[config.mk]
export PLATFORM = sky130hd
export DESIGN_NAME = handshake_rr_arb_slice
export DESIGN_NICKNAME = d
export VERILOG_FILES = /design/src/rtl/handshake_rr_arb_slice.sv
export SDC_FILE = /design/constraint.sdc
export NUM_CORES = 1
export LEC_CHECK = 0
export BUFFER_PORTS_ARGS = -buffer_cell sky130_fd_sc_hd__buf_2
export CAP_MARGIN = 20
export CORE_MARGIN = 2
export CORE_UTILIZATION = 30
export DETAILED_ROUTE_END_ITERATION = 8
export MAX_ROUTING_LAYER = met4
export PLACE_DENSITY = 0.67
export SLEW_MARGIN = 30
export SYNTH_ARGS = -nofsm -noshare
export SYNTH_HDL_FRONTEND = slang
export SYNTH_SLANG_ARGS = --single-unit
export TNS_END_PERCENT = 20
[constraint.sdc]
create_clock -name clk -period 3.09 [get_ports clk]
set_input_delay 0.309 -clock clk [delete_from_list [all_inputs] [get_ports clk]]
set_output_delay 0.309 -clock clk [all_outputs]
set_load 0.02 [all_outputs]
[src/rtl/handshake_rr_arb_slice.sv]
// Round-robin arbiter merging NUM_REQ packet streams onto one registered
// valid/ready stage; a winner keeps the stage until its last beat is accepted.
module handshake_rr_arb_slice #(
   parameter int NUM_REQ = 4,
   parameter int DATA_W  = 32,
   localparam int ID_W   = $clog2(NUM_REQ)
) (
   input  logic                      clk,
   input  logic                      rst_n,
   input  logic [NUM_REQ-1:0]        req_valid,
   input  logic [NUM_REQ*DATA_W-1:0] req_data,
   input  logic [NUM_REQ-1:0]        req_last,
   output logic [NUM_REQ-1:0]        req_ready,
   output logic                      out_valid,
   output logic [DATA_W-1:0]         out_data,
   output logic                      out_last,
   output logic [ID_W-1:0]           out_id,
   input  logic                      out_ready,
   output logic                      dbg_state,
   output logic [ID_W-1:0]           dbg_rr_ptr,
   output logic [ID_W-1:0]           dbg_lock_id
);

   // Handshake: a beat moves on a rising edge where valid and ready are both high;
   // ready never depends on anything but the stage being free and the grant.
   typedef enum logic {IDLE = 1'b0, LOCKED = 1'b1} state_t;

   state_t              state, state_next;
   logic [ID_W-1:0]     rr_ptr, lock_id, grant, rr_next;
   logic [ID_W:0]       idx;
   logic                grant_ok, slot_free, accept;
   logic                sel_valid, sel_last;
   logic [DATA_W-1:0]   sel_data;

   assign slot_free = ~out_valid | out_ready;

   // Rotating search from rr_ptr; the wrap is an explicit subtract so that
   // non-power-of-two NUM_REQ never lands on a missing requester.
   always_comb begin
      grant    = lock_id;
      grant_ok = 1'b0;
      idx      = '0;
      if (state == LOCKED) begin
         grant_ok = 1'b1;
      end else begin
         for (int k = 0; k < NUM_REQ; k++) begin
            idx = {1'b0, rr_ptr} + (ID_W+1)'(k);
            if (idx >= (ID_W+1)'(NUM_REQ))
               idx = idx - (ID_W+1)'(NUM_REQ);
            for (int i = 0; i < NUM_REQ; i++) begin
               if (!grant_ok && idx == (ID_W+1)'(i) && req_valid[i]) begin
                  grant    = ID_W'(i);
                  grant_ok = 1'b1;
               end
            end
         end
      end
   end

   always_comb begin
      sel_valid = 1'b0;
      sel_last  = 1'b0;
      sel_data  = '0;
      req_ready = '0;
      for (int i = 0; i < NUM_REQ; i++) begin
         if (grant == ID_W'(i)) begin
            sel_valid    = req_valid[i];
            sel_last     = req_last[i];
            sel_data     = req_data[i*DATA_W +: DATA_W];
            req_ready[i] = slot_free & grant_ok;
         end
      end
   end

   assign accept  = slot_free & grant_ok & sel_valid;
   assign rr_next = (grant == ID_W'(NUM_REQ-1)) ? '0 : grant + ID_W'(1);

   always_comb begin
      state_next = state;
      case (state)
         IDLE:    if (accept && !sel_last) state_next = LOCKED;
         LOCKED:  if (accept && sel_last)  state_next = IDLE;
         default: state_next = IDLE;
      endcase
   end

   always_ff @(posedge clk or negedge rst_n) begin
      if (!rst_n) begin
         state   <= IDLE;
         lock_id <= '0;
         rr_ptr  <= '0;
      end else begin
         state <= state_next;
         if (state == IDLE && accept && !sel_last)
            lock_id <= grant;
         if (accept && sel_last)
            rr_ptr <= rr_next;
      end
   end

   always_ff @(posedge clk or negedge rst_n) begin
      if (!rst_n) begin
         out_valid <= 1'b0;
         out_data  <= '0;
         out_last  <= 1'b0;
         out_id    <= '0;
      end else if (accept) begin
         out_valid <= 1'b1;
         out_data  <= sel_data;
         out_last  <= sel_last;
         out_id    <= grant;
      end else if (out_ready) begin
         out_valid <= 1'b0;
      end
   end

   assign dbg_state   = state;
   assign dbg_rr_ptr  = rr_ptr;
   assign dbg_lock_id = lock_id;

endmodule

# --- After elaboration in Yosys (flattened, before gate mapping) ---
# Cells that the tools add are included.
totals:
  reg_bits: 41
  in_bits: 139
  out_inout_bits: 45
  elab_cells: 175
op_classes:
  addsub: 8
  order_cmp: 4
  n_eq_ne: 15
  mux: 79
  bitwise: 5
  n_reduce_logical: 57
op_table:
  columns: ["op", "n"]
  rows:
  - ["32-bit 2-to-1 mux", 4]
  - ["1-bit 2-to-1 mux", 48]
  - ["2-bit 2-to-1 mux", 18]
  - ["1-bit logical AND", 35]
  - ["3-bit by 2-bit == test with 1-bit output (second input constant)", 8]
  - ["3-bit 2-to-1 mux", 8]
  - ["1-bit zero test", 16]
  - ["3-bit by 1-bit == test with 1-bit output (second input constant)", 4]
  - ["3-bit zero test", 4]
  - ["3-bit greater-or-equal comparator (second input constant)", 3]
  - ["3-bit subtractor (second input constant)", 3]
  - ["2-bit by 2-bit adder with 3-bit output (second input constant)", 2]
  - ["2-bit == test (second input constant)", 2]
  - ["2-bit by 1-bit adder with 3-bit output (second input constant)", 1]
  - ["2-bit by 3-bit greater-or-equal comparator with 1-bit output (second input constant)", 1]
  - ["2-bit by 3-bit subtractor with 3-bit output (second input constant)", 1]
  - ["2-bit by 1-bit adder with 2-bit output (second input constant)", 1]
  - ["1-bit bitwise AND", 2]
  - ["2-bit by 1-bit == test with 1-bit output (second input constant)", 1]
  - ["2-bit zero test", 1]
  - ["1-bit inverter", 2]
  - ["1-bit one-hot mux with 2 select lines", 1]
  - ["2-bit nonzero test", 1]
  - ["1-bit OR", 1]

# --- Logic depth before layout (Yosys ltp) ---
logic_depth:
  depth_word: 91
  mapped_depth: 14
  mapped_depth_nobuf: 11

# --- Least setup slack after synthesis ---
# No wires, ideal clock.
synth_path:
  path_type: "flip-flop to flip-flop"
  startpoint: "register rr_ptr[0], in the netlist dbg_rr_ptr[0]"
  endpoint: "register rr_ptr[0], in the netlist dbg_rr_ptr[0]"
  setup_time_ns: 0.128
  t_arrival_ns: 2.977
  required_ns: 2.962
  path_slack_ns: -0.015
  stages_incl_launch_ff: 13
  path_buffers: 1
  period_less_slack_ns: 3.105
  cell_sequence: "dfrtp_1 > nand2b_4 > a22o_1 > a221o_1 > a2111oi_4 > or2_1 > ha_1 > clkbuf_1 > nand2_1 > o211ai_2 > nand3_2 > nor2_1 > mux2_1"
synth_between:
  elab_chain_cells: 89
  word_cells_on_any_way: 147
  classes_between: "8 x add/sub; 4 x order compare; 15 x eq/ne; 66 x mux; 2 x bitwise; 52 x reduce/logical"
synth_lines:
  columns: ["item", "line", "rtl"]
  rows:
  - ["from (decl)", "29", "logic [ID_W-1:0] rr_ptr, lock_id, grant, rr_next;"]
  - ["from (signal assigned)", "97", "rr_ptr <= rr_next;"]
  - ["2-bit by 3-bit subtractor with 3-bit output / 2-bit by 3-bit greater-or-equal comparator with 1-bit output (equally long branches)", "49, 48", null]
  - ["3-bit 2-to-1 mux", "48", "if (idx >= (ID_W+1)'(NUM_REQ))"]
  - ["3-bit 2-to-1 mux", "43", "if (state == LOCKED) begin"]
  - ["3-bit zero test", "51", "if (!grant_ok && idx == (ID_W+1)'(i) && req_valid[i]) begin"]
  - ["1-bit logical AND", "51", null]
  - ["1-bit 2-to-1 mux", "51", null]
  - ["1-bit 2-to-1 mux", "43", null]
  - ["1-bit zero test", "51", null]
  - ["[... 69 more ...]", null, null]
  - ["1-bit zero test", "51", null]
  - ["1-bit logical AND (2 in series)", "51", null]
  - ["2-bit 2-to-1 mux", "51", null]
  - ["2-bit 2-to-1 mux", "43", null]
  - ["2-bit zero test", "66", "if (grant == ID_W'(i)) begin"]
  - ["1-bit 2-to-1 mux (4 in series)", "66", null]
  - ["1-bit bitwise AND", "75", "assign accept = slot_free & grant_ok & sel_valid;"]
  - ["1-bit logical AND", "96", "if (accept && sel_last)"]
# Several ways; a longest one is shown, not always the timed one. The select of a mux whose other input is x is not followed.
# A chain may end at the register's enable or synchronous reset.

# --- Worst setup path after layout ---
layout_path:
  startpoint: "register rr_ptr[0], in the netlist dbg_rr_ptr[0]"
  endpoint: "register lock_id[1], in the netlist dbg_lock_id[1]"
layout_between:
  elab_chain_cells: 90
  word_cells_on_any_way: 147
  classes_between: "7 x add/sub; 4 x order compare; 15 x eq/ne; 65 x mux; 2 x bitwise; 54 x reduce/logical"
layout_lines:
  columns: ["item", "line", "rtl"]
  rows:
  - ["2-bit by 3-bit subtractor with 3-bit output / 2-bit by 3-bit greater-or-equal comparator with 1-bit output (equally long branches)", "49, 48", null]
  - ["3-bit 2-to-1 mux", "48", null]
  - ["3-bit 2-to-1 mux", "43", null]
  - ["3-bit zero test", "51", null]
  - ["1-bit logical AND", "51", null]
  - ["1-bit 2-to-1 mux", "51", null]
  - ["1-bit 2-to-1 mux", "43", null]
  - ["1-bit zero test", "51", null]
  - ["[... 72 more ...]", null, null]
  - ["2-bit 2-to-1 mux (*)", "51", null]
  - ["2-bit 2-to-1 mux (*)", "43", null]
  - ["net grant[0]", "29", null]
  - ["2-bit zero test", "66", null]
  - ["1-bit 2-to-1 mux (4 in series)", "66", null]
  - ["1-bit bitwise AND", "75", null]
  - ["1-bit logical AND", "94", "if (state == IDLE && accept && !sel_last)"]
  - ["1-bit logical AND (*)", "94", null]
  - ["to (signal assigned)", "95", "lock_id <= grant;"]
  - ["to (decl)", "29", null]
# Mark *: on every way through the listed nets, which the timed path passes. The rest lies on a longest branch. The select of a mux whose other input is x is not followed.

==> impl_metrics.toml <==
[outcome]
status = "finished, final reports clean"

[grt]
grt_use_total = 0.184
grt_overflow = 0
grt_max_degree = 42
grt_pass1_wl_um = 14800
grt_pass1_vias = 3120
antenna_found_initial = 0

[yosys]
ys_seq_area_frac = 0.360
yosysWarnings = 0
netlist_area_um2 = 2850
ys_types = 45
yosys.area.top_type = "dfrtp_1"
ys_ff_latch = 41
synth_top_area_share = 0.360
synth_top_family_by_area = "compound AO/OA/AOI/OAI gates"
yosys.area_share.xor_xnor = 0
yosys.area_share.simple = 0.255
synthTopCellsByArea = "dfrtp_1, a221oi_1, nor2b_1"
synth_adder_area_share = 0.0176
syn-instance-count = 354
postSynthAreaPerCell_um2 = 8.04
synth.area.mux_share = 0.0189
syn_nets = 497
synth_compound_area_frac = 0.286

[clock_tree]
root_buffer = "clkbuf_8"
hold_buffers = 0
numCtsBuffers = 5
htreeDepth = 2
clk_pin_slew_worst_paths_ns = 0.08
worstSkewPairLatency_ns = 0.29
clock_path_buffers = 2
clock-sinks = 41
cts_tree = "built"

[die]
placementRows = 35
start_util = 0.308
die_width_um = 101
core_um2 = 9240
die_h_um = 101
die_area_um2 = 10300
pin_count = 184

[final_layout]
fill_cells = 924
nets = 686
area_growth_pct = 53.4
final_core_util = 0.472
final_cell_mix = "buf_2, nand2_1, dfrtp_1, nor2b_1, a21oi_1"
drive_above_1_share = 0.469
final_common_cell = "buf_2"
final_cell_area_um2 = 4370
diodes = 0

[sta]
final.setup_skew_ns = 0.00635
slew_viol_final = 0
slew_headroom = 0.632
setup_viol = 0
tightest_slew_ns = 0.552
rsz0062_at_grt = "yes"
finalCriticalPeriod_ns = 3.04
hold_viol = 0
fmax_mhz = 329
final.period_utilization = 0.984

[critical_path]
cp-end-kind = "flop"
cp_slowest_cell = "dfrtp_1"
max_stage_delay_ns = 0.41
reg2reg_slack_ns = 0.05
r2r_start = "dbg_rr_ptr[0]"
critical_path_required_ns = 3.26
arrival_ns = 3.21
start_kind = "flop"
cp_max_fo = 5
crit_chain = "buf_4 > nand2b_1 > a32oi_1 > o21ai_0 > o22ai_2 > inv_1 > ha_4 > buf_4 > a221o_1 > a22oi_2 > buf_4 > nand3b_1 > mux2i_1"
r2r-end = "dbg_lock_id[1]"
criticalPathCategory = "reg -> reg"
worst_path_most_repeated_cell = "buf_4"
r2r_cells = 13

[drt]
drc = 0
wirelength_um = 9820
firstDrtPassIters = 5
wire_per_inst_um = 14.6
viasPerCell = 5.02
vias = 3376
dr.first_iter.drc_count = 89
antenna_left = 0

[place]
dp_hpwl_um = 7170
post_dp_cell_area_um2 = 4010
gp_congestion = 0.819
numPortBuffers = 183

[run]
cap_violations = 0

[pwr]
finalPower_mw = 5.70
ir_drop_mv = 0.441
powerDensity_nw_per_um2 = 1310
leakage_nw = 2.11

[worst_hold_path]
hold_class = "in -> async"
## cells in the mapped netlist
| library cell | n |
|---|---|
| o22ai_1 | 2 |
| o311ai_1 | 1 |
| a21boi_1 | 1 |
| mux2i_1 | 2 |
| o21ai_0 | 33 |
| o31ai_1 | 1 |
| nor2b_1 | 36 |
| a21o_1 | 2 |
| nand2_1 | 42 |
| nor3_1 | 32 |
| a21oi_1 | 35 |
| a31oi_1 | 1 |
| nand3b_1 | 2 |
| a22oi_1 | 1 |
| o211ai_1 | 1 |
| buf_2 | 7 |
| nand2b_4 | 1 |
| o21bai_1 | 1 |
| a211oi_1 | 1 |
| nand3_2 | 1 |
| and3_1 | 1 |
| clkbuf_1 | 28 |
| nor4_1 | 1 |
| nor2_1 | 7 |
| nor2_2 | 1 |
| ha_1 | 4 |
| inv_2 | 1 |
| and3_2 | 1 |
| a221o_1 | 2 |
| mux2_1 | 3 |
| a22o_1 | 1 |
| or2_1 | 1 |
| nand4bb_1 | 1 |
| o211ai_2 | 1 |
| a221oi_1 | 31 |
| nand4b_1 | 2 |
| dfrtp_1 | 41 |
| o21ai_1 | 2 |
| inv_1 | 7 |
| buf_4 | 1 |
| and2_1 | 5 |
| a32oi_1 | 3 |
| o2111ai_1 | 1 |
| a2111oi_4 | 1 |
| nand2b_1 | 4 |
## what timing repair did
action,CTS,global route
setup buffers,0,6
setup endpoints to repair,4,41
pin swaps,0,5
resized for setup,1,36
cloned,0,2
## sequential cells by signal, summed over array words and instances (netlist names), named ones only
| signal | cells |
|---|---|
| dbg_lock_id | 2 |
| out_last | 1 |
| dbg_rr_ptr | 2 |
| out_data | 32 |
| out_id | 2 |
| out_valid | 1 |
## cell families after synthesis
group | Yosys count
mux | 5
fa+ha+maj | 4
buf+inv | 44
simple gates | 138
flops | 41
compound gates | 122
## cell type report
cell class | count | area [um^2] | share of cell area
inverter | 8 | 30.0 | 0.00688
sequential | 41 | 1030 | 0.235
tap | 129 | 161 | 0.0370
multi-input combinational | 269 | 1790 | 0.409
clock buffer | 8 | 80.1 | 0.0183
timing repair buffer | 218 | 1280 | 0.293
## through the flow
stage / std cells / setup TNS (ns) / hold WS (ns) / setup WS (ns)
after floorplan: 354 / 0 / 0.0134 / 0.0447
after global placement: 657 / 0 / 0.459 / 0.0643
after detailed placement: 657 / -0.0819 / 0.465 / -0.0290
after CTS: 665 / 0 / 0.202 / 0.0134
after global routing: 673 / -0.588 / 0.0391 / -0.0820
final: 673 / 0 / 0.00769 / 0.0500
## critical path: cells and delay by family, from the launching register on
kind	cells	cell delay (ns)
AND/OR/NAND/NOR	2	0.34
flip-flops	1	0.41
buffers and inverters	4	0.60
multiplexers	1	0.15
AO/OA/AOI/OAI	5	1.20
adder cells (fa/ha/maj)	1	0.21
## worst max path at each step
| stage | from | endpoint | slack [ns] | depth (start not counted) |
|---|---|---|---|---|
| floorplan | dbg_rr_ptr[0] | dbg_rr_ptr[0] | 0.04 | 12 |
| global placement | dbg_rr_ptr[0] | dbg_rr_ptr[0] | 0.06 | 11 |
| detailed placement | dbg_rr_ptr[0] | dbg_lock_id[1] | -0.03 | 12 |
| CTS | dbg_rr_ptr[0] | req_ready[3] | 0.01 | 9 |
| global route | dbg_rr_ptr[0] | req_ready[3] | -0.08 | 10 |
| finish | dbg_rr_ptr[0] | dbg_lock_id[1] | 0.05 | 13 |
## where the power goes
part / internal (mW) / total (mW) / switching (mW)
clock network: 0.161 / 0.343 / 0.182
logic: 1.93 / 4.42 / 2.48
registers: 0.809 / 0.944 / 0.134
total: 2.90 / 5.70 / 2.80
## metal layers
layer	vias up	GRT usage	part of all wire	wire, um
met5	-	-	0	0
met4	0	0.0572	0.018	174
met3	13	0.0380	0.057	563
met2	136	0.306	0.50	4940
met1	1559	0.223	0.42	4130
li1	1668	-	-	-
(Power assumes the default switching activity.)
